===== src/rtl/bus_ctrl.sv =====
// Bus controller: decodes CPU address/port cycles into RAM, video, ROM,
// IO and open-bus regions, and inserts per-region wait states.
module bus_ctrl #(
    parameter int          RAM_BITS = 17,
    parameter logic [19:0] VID_BASE = 20'hB8000,
    parameter int          VID_BITS = 12,
    parameter logic [19:0] ROM_BASE = 20'hF0000,
    parameter int          ROM_BITS = 16,
    parameter logic [3:0]  RAM_WAIT = 4'd0,
    parameter logic [3:0]  VID_WAIT = 4'd1,
    parameter logic [3:0]  ROM_WAIT = 4'd1,
    parameter logic [3:0]  IO_WAIT  = 4'd2
) (
    input  logic                clock,
    input  logic                reset_n,
    input  logic [19:0]         cpu_address,
    input  logic [7:0]          cpu_out,
    input  logic                cpu_we,
    input  logic                cpu_pr,
    input  logic                cpu_pw,
    output logic [7:0]          cpu_in,
    output logic                cpu_ce,
    output logic [RAM_BITS-1:0] ram_a,
    input  logic [7:0]          ram_q,
    output logic                ram_w,
    output logic [VID_BITS-1:0] vid_a,
    input  logic [7:0]          vid_q,
    output logic                vid_w,
    output logic [ROM_BITS-1:0] rom_a,
    input  logic [7:0]          rom_q,
    output logic [15:0]         io_a,
    input  logic [7:0]          io_q,
    output logic                io_rd,
    output logic                io_wr,
    output logic [7:0]          mem_d,
    output logic [19:0]         open_addr,
    output logic                open_flag
);

    typedef enum logic [2:0] {
        REG_IO,
        REG_VID,
        REG_ROM,
        REG_RAM,
        REG_OPEN
    } region_t;

    // One past the last RAM byte; 21 bits so a full 1 MiB window still fits.
    localparam logic [20:0] RAM_LIMIT = 21'(1) << RAM_BITS;

    logic        w_io_req;
    logic        w_vid_hit;
    logic        w_rom_hit;
    logic        w_ram_hit;
    region_t     w_region;
    logic [3:0]  w_wait_sel;
    logic [7:0]  w_rdata;
    logic        w_ce;

    logic [3:0]  r_cnt;
    logic [19:0] r_open_addr;
    logic        r_open_flag;

    assign w_io_req  = cpu_pr | cpu_pw;
    assign w_vid_hit = (cpu_address[19:VID_BITS] == VID_BASE[19:VID_BITS]);
    assign w_rom_hit = (cpu_address[19:ROM_BITS] == ROM_BASE[19:ROM_BITS]);
    assign w_ram_hit = ({1'b0, cpu_address} < RAM_LIMIT);

    // Priority region decode: IO beats video beats ROM beats RAM.
    always_comb begin
        w_region = REG_OPEN;
        if (w_io_req) begin
            w_region = REG_IO;
        end else if (w_vid_hit) begin
            w_region = REG_VID;
        end else if (w_rom_hit) begin
            w_region = REG_ROM;
        end else if (w_ram_hit) begin
            w_region = REG_RAM;
        end
    end

    // Wait-state count and read-data source for the selected region.
    always_comb begin
        w_wait_sel = 4'd0;
        w_rdata    = 8'hFF;
        unique case (w_region)
            REG_IO: begin
                w_wait_sel = IO_WAIT;
                w_rdata    = io_q;
            end
            REG_VID: begin
                w_wait_sel = VID_WAIT;
                w_rdata    = vid_q;
            end
            REG_ROM: begin
                w_wait_sel = ROM_WAIT;
                w_rdata    = rom_q;
            end
            REG_RAM: begin
                w_wait_sel = RAM_WAIT;
                w_rdata    = ram_q;
            end
            default: begin
                w_wait_sel = 4'd0;
                w_rdata    = 8'hFF;
            end
        endcase
    end

    // Completion compares against the live wait_sel, so a region change
    // mid-wait takes effect at once; reset forces it low asynchronously.
    assign w_ce = reset_n & (r_cnt >= w_wait_sel);

    // Wait counter: clears on completion, otherwise counts elapsed cycles.
    always_ff @(posedge clock or negedge reset_n) begin
        if (!reset_n) begin
            r_cnt <= 4'd0;
        end else if (w_ce) begin
            r_cnt <= 4'd0;
        end else begin
            r_cnt <= r_cnt + 4'd1;
        end
    end

    // Capture the address of completed open-bus cycles; flag stays set.
    always_ff @(posedge clock or negedge reset_n) begin
        if (!reset_n) begin
            r_open_addr <= 20'd0;
            r_open_flag <= 1'b0;
        end else if (w_ce && (w_region == REG_OPEN)) begin
            r_open_addr <= cpu_address;
            r_open_flag <= 1'b1;
        end
    end

    assign cpu_ce    = w_ce;
    assign cpu_in    = w_rdata;
    assign mem_d     = cpu_out;

    assign ram_a     = cpu_address[RAM_BITS-1:0];
    assign vid_a     = cpu_address[VID_BITS-1:0];
    assign rom_a     = cpu_address[ROM_BITS-1:0];
    assign io_a      = cpu_address[15:0];

    // ROM has no write strobe: writes there are silently dropped.
    assign ram_w     = cpu_we & (w_region == REG_RAM) & w_ce;
    assign vid_w     = cpu_we & (w_region == REG_VID) & w_ce;

    // A simultaneous read and write request is a port write only.
    assign io_rd     = cpu_pr & ~cpu_pw & w_ce;
    assign io_wr     = cpu_pw & w_ce;

    assign open_addr = r_open_addr;
    assign open_flag = r_open_flag;

endmodule


===== config.mk =====
export PLATFORM = sky130hd
export DESIGN_NAME = bus_ctrl
export DESIGN_NICKNAME = d
export VERILOG_FILES = /design/src/rtl/bus_ctrl.sv
export SDC_FILE = /design/constraint.sdc
export NUM_CORES = 1
export LEC_CHECK = 0
export BUFFER_PORTS_ARGS = -buffer_cell sky130_fd_sc_hd__buf_2
export CAP_MARGIN = 30
export CORE_MARGIN = 3
export CORE_UTILIZATION = 40
export CTS_CLUSTER_SIZE = 12
export DETAILED_ROUTE_END_ITERATION = 7
export GPL_TIMING_DRIVEN = 0
export PLACE_DENSITY_LB_ADDON = 0.15
export SYNTH_ARGS = -nofsm -noshare
export SYNTH_HDL_FRONTEND = slang
export SYNTH_SLANG_ARGS = --single-unit

===== constraint.sdc =====
create_clock -name clock -period 15.8 [get_ports clock]
set_clock_uncertainty 0.2 [all_clocks]
set_input_delay 4.74 -clock clock [delete_from_list [all_inputs] [get_ports clock]]
set_output_delay 4.74 -clock clock [all_outputs]
set_load 0.01 [all_outputs]

Yosys cells after proc, flatten, opt, wreduce, memory -nomap -nowiden
Index checks and enable logic that the tools add are counted.
Cells by class
  reduce and logical (&&, ||, !) cells: 3
  bitwise operators: 10
  eq/ne operators: 6
  magnitude comparators: 2
  add/sub/neg operators: 1
  muxes and demuxes: 7
Operator list (number)
  $pmux 8 s4: 1
  $lt 20x18->1 const B: 1
  $mux 3: 4
  $and 1x1->1: 8
  $eq 8x8->1 const B: 1
  $eq 3x2->1 const B: 2
  $add 4x1->4 const B: 1
  $eq 4x4->1 const B: 1
  $ge 4x4->1: 1
  $mux 4: 1
  $pmux 2 s2: 1
  $eq 3x1->1 const B: 1
  $eq 3x3->1 const B: 1
  $logic_not 3->1: 1
  $reduce_or 2->1: 1
  $logic_and 1x1->1: 1
  $not 1->1: 1
  $or 1x1->1: 1
Storage, ports and cells
  bits of input ports: 65
  register bits after elaboration: 25

Longest topological paths before layout
Gate-level depths: netlist of run 1.
  word-level depth: 11
  gate-level depth with buffers: 10
  depth with buffers taken out: 8

Worst setup path after synthesis of run 1
OpenSTA, ideal clock, no wires.
  path type: input to output
  from: in cpu_address[18]
  to: out vid_w
  path slack: 4030 ps
  stages on the path: 9
  arrival time: 6830 ps
  cell sequence: or4b_4 nor2_1 o21a_1 ha_1 nand2b_1 a2111oi_4 nor2b_1 clkbuf_1 and4_1
Between the ends
  longest elaborated chain between the ends: 11
  elaborated cells on any way between the ends: 16
  classes of those cells: order compare (2); eq/ne (4); mux (5); bitwise (3); reduce/logical (2)
RTL lines
  from (decl): RTL line 16  | input logic [19:0] cpu_address,
  $lt 20x18->1: RTL line 67  | assign w_ram_hit = ({1'b0, cpu_address} < RAM_LIMIT);
  $mux 3: RTL line 78  | end else if (w_ram_hit) begin
  $mux 3: RTL line 76  | end else if (w_rom_hit) begin
  $mux 3 (*): RTL line 74  | end else if (w_vid_hit) begin
  $mux 3 (*): RTL line 72  | if (w_io_req) begin
  $eq 3x1->1 / $eq 3x2->1 (equally long branches): RTL line 87  | unique case (w_region)
  $reduce_or 2->1 (no source line)
  $pmux 2 s2 (*): RTL line 87
  $ge 4x4->1 (*): RTL line 113  | assign w_ce = reset_n & (r_cnt >= w_wait_sel);
  $and 1x1->1 (*): RTL line 113
  net cpu_ce: RTL line 22  | output logic cpu_ce,
  $and 1x1->1 (*): RTL line 148  | assign vid_w = cpu_we & (w_region == REG_VID) & w_ce;
  to (decl): RTL line 28  | output logic vid_w,
Mark *: on every way through the listed nets, which the timed path passes. The rest lies on a longest branch.

Worst setup path after layout of run 1
  from: in cpu_address[18]
  to: out vid_w
Between the ends
  longest elaborated chain between the ends: 11
  elaborated cells on any way between the ends: 16
  classes of those cells: order compare (2); eq/ne (4); mux (5); bitwise (3); reduce/logical (2)
RTL lines (RTL line)
  $lt 20x18->1: 67
  $mux 3: 78
  $mux 3: 76
  $mux 3 (*): 74
  $mux 3 (*): 72
  $eq 3x1->1 / $eq 3x2->1 (equally long branches): 87, 148
  $reduce_or 2->1 (no source line)
  $pmux 2 s2: 87
  $ge 4x4->1: 113
  $and 1x1->1: 113
  $and 1x1->1 (*): 148
Every way passes the cells marked *; elsewhere a longest branch is shown, timed or not.

==> results.txt, run 1 <==
----------------------------------------------------
[Yosys]
  Mux share of post-synthesis cell area ... 19.1%
  Synth top area share ... about a third
  Sequential-to-total area share from yosys stat ... between 30% and 40%
  Post-Synth XOR/XNOR Area ... 0.888%
  Number of nets produced by synthesis ... 249
  Cell types occupying the most area after synthesis ... sky130_fd_sc_hd__dfrtp_1 (32%), sky130_fd_sc_hd__buf_4 (26%), sky130_fd_sc_hd__mux2_4 (14%), sky130_fd_sc_hd__a222oi_1 (4.1%), sky130_fd_sc_hd__mux2i_1 (4.1%)
  Count of mapped cells out of synthesis ... 181
  Number of different library cells in the post-synthesis netlist ... 34
  Share of the synthesized area in compound gates (AO/OA/AOI/OAI) ... 8.31%
  Number of synthesis warnings ... 0
  Mean Syn Cell Area ... roughly 11 sq um
  Synth top cells by count ... sky130_fd_sc_hd__buf_4 (69), sky130_fd_sc_hd__dfrtp_1 (25), sky130_fd_sc_hd__mux2_4 (19)
  Combinational family with the most area after synthesis ... buffers and inverters
  Adder-cell share of the synthesized area ... roughly 1.9%
  Seq cells post-synth ... 25
  Cell area after technology mapping ... 0.00197 sq mm
  Simple-gate share of the synthesized area ... under 10%
  Post-synth EDFFs ... 0
  Fraction of registers with async set or reset after synthesis ... 100%
  Most frequent cell after synthesis ... sky130_fd_sc_hd__buf_4
  Area leader, netlist ... sky130_fd_sc_hd__dfrtp_1
  Post-synth top flop ... sky130_fd_sc_hd__dfrtp_1

[Critical path]
  Critical path cell sequence ... buf_2, or4b_4, nor2_1, o21a_1, ha_1, nand2b_1, a2111oi_4, nor2b_1, clkbuf_1, and4_1, buf_2
  Maximum fanout count along the critical path ... 9
  Type of the worst setup path ... in2out
  Highest-delay cell along the critical path ... sky130_fd_sc_hd__or4b_4
  Required time at the endpoint of the critical path ... 10.86 ns
  Launching element type of the critical path ... primary input
  Number of buffer and inverter stages on the critical path ... 3
  Critical Path End Type ... output port
  Crit path largest cell delay ... roughly 0.56 ns
  Cell type group with the largest total delay on the critical path ... simple AND/OR/NAND/NOR gates
  Data arrival time of the critical path ... between 7 and 8 ns
  Most used cell along the critical path ... sky130_fd_sc_hd__buf_2

[GRT]
  All-Layer GR Usage ... 16.7%
  Grt ovf ... 0
  Global-route wire length before repair ... 8070 microns
  Via count of the first global-routing pass ... 1,683
  Pin count of the biggest net entering global routing ... 28
  Number of antenna violations at the first check in global routing ... 0

[Clock tree]
  Root cell of the clock tree ... sky130_fd_sc_hd__clkbuf_8
  Number of gates resized after cts ... 0
  Total CTS buffers ... 3
  TritonCTS clock tree ... done
  Clock H-tree levels ... 1
  Clock slew seen by the registers of the worst setup and hold paths ... 0.08 ns
  Post-CTS Repair Setup Buffers ... 0
  Total of hold buffers inserted after clock tree synthesis ... 0
  Clk buf depth ... 2
  Sink Count ... 25
  Clk Latency, worst-skew pair ... 0.26 ns

[Layout]
  Post-Route Utilization ... between 60% and 70%
  Synthesis-to-finish area growth ... 46.9%
  Final Net Count ... between 400 and 500
  Post-route insts no fill ... about 400
  Share of cells above drive strength 1 ... roughly three quarters
  N_diodes ... 0

[Route]
  Antenna-violating nets left ... 0
  Routed wirelength normalized by instance count ... about 13 microns
  Number of DRC violations after detailed routing ... 0
  Drt total wl ... around 5300 microns
  First-pass iteration count of the detailed router ... 4
  Routed vias/inst ... about 4.4
  Via count ... about 1,800
  Starting DRT DRC Count ... 76

[Placement]
  Post-Place Cells ... 405
  Post-DP HPWL ... around 4300 microns
  Port Buffer Count ... 159
  Final weighted congestion in routability-driven placement ... approximately 0.73
  Placement-stage worst setup slack ... 3.57 ns

[Min path]
  Worst hold path type ... reg2reg

[Job]
  Reported max-cap violation count ... 0

[Floorplanning]
  Die boundary width ... about 76 microns
  Effective utilization at floorplan ... a little over two fifths
  Floorplan core area ... roughly 0.0046 sq mm
  Row Count ... 24
  Die height ... 76.2 microns
  Total die area ... a little under 0.006 sq mm
  I/O pin count ... 168

[STA]
  Crit share post-route ... just under 80%
  Worst hold slack after final layout ... 0.268 ns
  Total count of hold-check failures in the final report ... 0
  Final critical-path required period ... about 12 ns
  Setup repair after global routing missed its margin ... false
  Number of failing setup endpoints in the final timing report ... 0
  Worst path setup slack after routing ... between 3 and 4 ns
  Setup_tns ... 0 ns
  Max-slew violation count ... 0
  Slew at the pin closest to its max-slew limit ... approximately 0.56 ns
  Maximum clock rate ... 81.8 MHz
  Rel. slew slack ... 62.4%

[Power and ir drop]
  Leakage ... approximately 1.7 nW
  Highest ir drop seen on vdd ... approximately 0.058 mV
  Power per unit of standard cell area ... 106 mW/mm^2

[Run status]
  Run status ... finished, final reports clean

----------------------------------------------------
layout by cell type (no fill, tap or decap), drive strengths merged, types with 2 or more instances in the layout:
cell	count
ha	3
nor2b	2
and2	2
dfrtp	25
nand3	2
mux2i	8
clkbuf	7
or2	2
a222oi	8
buf	232
mux2	20
nor2	5
inv	2
and3	3
nor3	2
o21ai	8
per-stage QoR:
step                      total power [mW]  instance area [sq um]
after detailed placement             0.272                   2850
final                                0.307                   2900
after global placement               0.268                   2850
after CTS                            0.312                   2900
after global routing                 0.327                   2900
after floorplan                      0.210                   1970
path summary, 6_finish.rpt:
path	cells after the start	to	slack, ns	startpoint
min in group asynchronous	1	open_addr[19]$_DFFE_PN0P_	4.26	reset_n
worst max-delay path	11	vid_w	3.57	cpu_address[18]
worst max register to register	7	open_addr[17]$_DFFE_PN0P_	13.53	r_cnt[0]$_DFF_PN0_
max in group asynchronous	1	open_addr[13]$_DFFE_PN0P_	10.77	reset_n
worst min register to register	1	open_flag$_DFFE_PN0P_	0.27	open_flag$_DFFE_PN0P_
worst min-delay path	1	open_flag$_DFFE_PN0P_	0.27	open_flag$_DFFE_PN0P_
logic make-up after synthesis:
family / after synthesis
buffers and inverters: 79
muxes: 28
and+or+nand+nor: 25
DFF: 25
AOI/OAI and AO/OA: 19
adders and majority gates: 3
xor gates and xnor gates: 2
cell type report:
type | instances | area [sq um]
buffer | 77 | 572
clock inverter | 1 | 7.51
timing repair buffer | 159 | 796
inverter | 2 | 7.51
clock buffer | 3 | 41.3
fill | 421 | 1670
tap | 65 | 81.3
sequential | 25 | 626
multi-input combinational | 77 | 768
power by group:
part           total (mW)  internal (mW)  switching [mW]  leakage (nW)
Sequential          0.113         0.0945          0.0183         0.301
Combinational       0.157         0.0903          0.0668          1.36
Clock              0.0373         0.0178          0.0195        0.0217
Total               0.307          0.203           0.104          1.68
state kept, by name (all words and copies together) (netlist names):
| signal | count |
|---|---|
| r_cnt | 4 |
| open_flag | 1 |
| open_addr | 20 |
layer usage:
layer	routed length [microns]	part of all wire, %	global-route usage [%]
met4	21	0.40	2.36
met5	0	0	0
met1	2050	39	19.6
met3	358	6.8	3.90
met2	2840	54	31.5
(Power assumes the default switching activity.)
==> inputs of run 2 (changes only) <==
--- a/config.mk
+++ b/config.mk
@@ -8,7 +8,7 @@
 export BUFFER_PORTS_ARGS = -buffer_cell sky130_fd_sc_hd__buf_2
 export CAP_MARGIN = 30
 export CORE_MARGIN = 3
-export CORE_UTILIZATION = 40
+export CORE_UTILIZATION = 35
 export CTS_CLUSTER_SIZE = 12
 export DETAILED_ROUTE_END_ITERATION = 7
 export GPL_TIMING_DRIVEN = 0
==> constraint.sdc (replaced) <==
create_clock -name clock -period 11.2 [get_ports clock]
set_clock_uncertainty 0.2 [all_clocks]
set_input_delay 3.36 -clock clock [delete_from_list [all_inputs] [get_ports clock]]
set_output_delay 3.36 -clock clock [all_outputs]
set_load 0.01 [all_outputs]
==> results.txt, run 2 (synthesized netlist as in run 1, its figures left out) <==
----------------------------------------------------
[Run status]
  Run status ... finished, final reports clean

[Critical path]
  Launching element type of the critical path ... primary input
  Setup slack on the worst flop-to-flop path ... 8.96 ns (-4.57 ns)
  Number of buffer and inverter stages on the critical path ... 3 (unchanged)
  Most used cell along the critical path ... sky130_fd_sc_hd__buf_2
  Highest-delay cell along the critical path ... sky130_fd_sc_hd__or4b_4
  R2r endpoint ... open_addr[17]$_DFFE_PN0P_
  Worst r2r path cells ... 7 (unchanged)
  Critical path cell sequence ... buf_2, or4b_4, nor2_1, o21a_1, ha_1, nand2b_1, a2111oi_4, nor2b_1, clkbuf_1, and4_1, buf_2
  Maximum fanout count along the critical path ... 9 (unchanged)
  Depth of the critical timing path with buffers and inverters included ... 11 (unchanged)
  Required time at the endpoint of the critical path ... 7.64 ns (-3.22 ns)
  Type of the worst setup path ... in2out
  Capturing instance or port of the critical path ... vid_w
  Critical Path End Type ... output port
  Crit path largest cell delay ... 0.56 ns (about the same)
  Cell type group with the largest total delay on the critical path ... simple AND/OR/NAND/NOR gates
  Data arrival time of the critical path ... 5.88 ns (-1.41 ns)
  Critical path launch point ... cpu_address[18]
  Launch point of the worst reg-to-reg path ... r_cnt[0]$_DFF_PN0_

[Layout]
  N_diodes ... 0 (unchanged)
  Commonest cells after routing, fill and taps aside ... sky130_fd_sc_hd__buf_2 (160), sky130_fd_sc_hd__buf_4 (69), sky130_fd_sc_hd__dfrtp_1 (25)
  Combined flip-flop and latch cell area ... 626 sq um (unchanged)
  Final Net Count ... 413 (unchanged)
  Share of cells above drive strength 1 ... 76.5% (unchanged)
  Flip-flop count of the largest register after layout ... 20 (unchanged)
  Most common library cell in the layout ignoring fill and taps ... sky130_fd_sc_hd__buf_2
  Area of combinational cells with multiple inputs ... 768 sq um (unchanged)
  Number of filler instances in the final layout ... 502 (+19%)
  Synthesis-to-finish area growth ... 47.3%

[Min path]
  Worst hold stages ... 1 (unchanged)
  Worst hold path type ... reg2reg

[STA]
  Maximum clock rate ... around 110 MHz
  Number of failing setup endpoints in the final timing report ... 0 (unchanged)
  Total count of hold-check failures in the final report ... 0 (unchanged)
  Final critical-path required period ... between 9 and 10 ns
  Setup repair after global routing missed its margin ... false
  Max-slew violation count ... 0 (unchanged)
  Rel. slew slack ... 61.0% (-1.4 points)
  Setup_tns ... 0 ns (unchanged)
  Slew at the pin closest to its max-slew limit ... 0.585 ns (+0.0211 ns)
  Crit share post-route ... 84.3%

[Clock tree]
  Clk buf depth ... 2 (unchanged)
  TritonCTS clock tree ... done
  Post-CTS Repair Setup Buffers ... 0 (unchanged)
  Total CTS buffers ... 3 (unchanged)
  Root cell of the clock tree ... sky130_fd_sc_hd__clkbuf_8
  Total of hold buffers inserted after clock tree synthesis ... 0 (unchanged)
  Clock H-tree levels ... 1 (unchanged)
  Clk Latency, worst-skew pair ... 0.27 ns (about the same)
  Clock slew seen by the registers of the worst setup and hold paths ... 0.09 ns (about the same)
  Number of gates resized after cts ... 0 (unchanged)
  Sink Count ... 25 (unchanged)

[Floorplanning]
  Total die area ... 0.00657 sq mm (+13%)
  Floorplan core area ... 0.00527 sq mm (+15%)
  Die height ... 81.1 microns (+6.4%)
  Effective utilization at floorplan ... 37.4% (-5.8 points)
  Row Count ... 26 (+8.3%)
  Die boundary width ... 81.1 microns (+6.4%)
  I/O pin count ... 168 (unchanged)

[GRT]
  Via count of the first global-routing pass ... 1,653 (-1.8%)
  Global-route wire length before repair ... 7610 microns (-5.7%)
  Pin count of the biggest net entering global routing ... 28 (unchanged)
  Number of antenna violations at the first check in global routing ... 0 (unchanged)
  All-Layer GR Usage ... 14.6% (-2.2 points)
  Grt ovf ... 0 (unchanged)

[Route]
  First-pass iteration count of the detailed router ... 4 (unchanged)
  Number of DRC violations after detailed routing ... 0 (unchanged)
  Routed wirelength normalized by instance count ... 12.2 microns (-4.9%)
  Starting DRT DRC Count ... 66 (-13%)
  Via count ... 1,763 (-1.6%)
  Drt total wl ... 5070 microns (-3.7%)
  Antenna-violating nets left ... 0 (unchanged)
  Routed vias/inst ... 4.26 (-2.8%)

[Job]
  Reported max-cap violation count ... 0 (unchanged)

[Power and ir drop]
  Highest ir drop seen on vdd ... 0.0889 mV (+54%)
  Leakage ... 1.68 nW (+0.26%)
  Design Power ... 432 uW (+41%)
  Power per unit of standard cell area ... 149 mW/mm^2 (+40%)

[Placement]
  Final weighted congestion in routability-driven placement ... 0.699 (-4.9%)
  Post-DP HPWL ... 4210 microns (-3.0%)
  Port Buffer Count ... 159 (unchanged)

----------------------------------------------------
-- run 2: changes by cell type in the layout (fill, tap and decap cells not counted) --
cell / delta
sky130_fd_sc_hd__inv_6: +1
sky130_fd_sc_hd__clkinvlp_4: -1
-- run 2: worst reg2reg max path, delay by kind of cell (launching register included) --
family                     cells  cell delay [ns]
muxes                          1             0.30
and+or+nand+nor                2             0.29
adders and majority gates      1             0.27
DFF                            1             0.40
buffers and inverters          2             0.25
AOI/OAI and AO/OA              1             0.43
-- run 2: power by group --
| group | total [mW] | switching (mW) | internal [mW] |
|---|---|---|---|
| combinational | 0.218 | 0.0911 | 0.127 |
| clock | 0.0548 | 0.0288 | 0.0260 |
| sequential | 0.160 | 0.0262 | 0.133 |
| total | 0.432 | 0.146 | 0.286 |
-- run 2: metal layers --
metal,routed length (microns),track usage (%)
met5,0,0
met4,0,1.52
met3,417,3.88
met2,2530,24.8
met1,2120,19.2
-- run 2: final cells by class --
cell class,count,share of cell area (%)
tap,70,3.01
sequential,25,21.5
multi-input combinational,77,26.4
timing repair buffer,159,27.4
clock buffer,3,1.42
inverter,2,0.258
buffer,77,19.7
clock inverter,1,0.301
-- run 2: metrics by stage --
| step | cells | hold WS (ns) | setup slack, ns | utilization [%] | area, sq um |
|---|---|---|---|---|---|
| after global placement | 410 | 0.244 | 1.76 | 54.2 | 2860 |
| after floorplan | 181 | 0.255 | 2.19 | - | 1970 |
| after global routing | 414 | 0.311 | 1.55 | 55.2 | 2910 |
| after detailed placement | 410 | 0.245 | 1.74 | 54.2 | 2860 |
| final | 414 | 0.268 | 1.76 | 55.2 | 2910 |
| after CTS | 414 | 0.270 | 1.74 | 55.2 | 2910 |
-- run 2: how the worst min path moves through the flow --
stage                                from                     to  slack (ns)
global route        open_flag$_DFFE_PN0P_  open_flag$_DFFE_PN0P_        0.31
CTS                 open_flag$_DFFE_PN0P_  open_flag$_DFFE_PN0P_        0.27
finish              open_flag$_DFFE_PN0P_  open_flag$_DFFE_PN0P_        0.27
floorplan              r_cnt[0]$_DFF_PN0_     r_cnt[0]$_DFF_PN0_        0.25
detailed placement  open_flag$_DFFE_PN0P_  open_flag$_DFFE_PN0P_        0.25
global placement    open_flag$_DFFE_PN0P_  open_flag$_DFFE_PN0P_        0.24
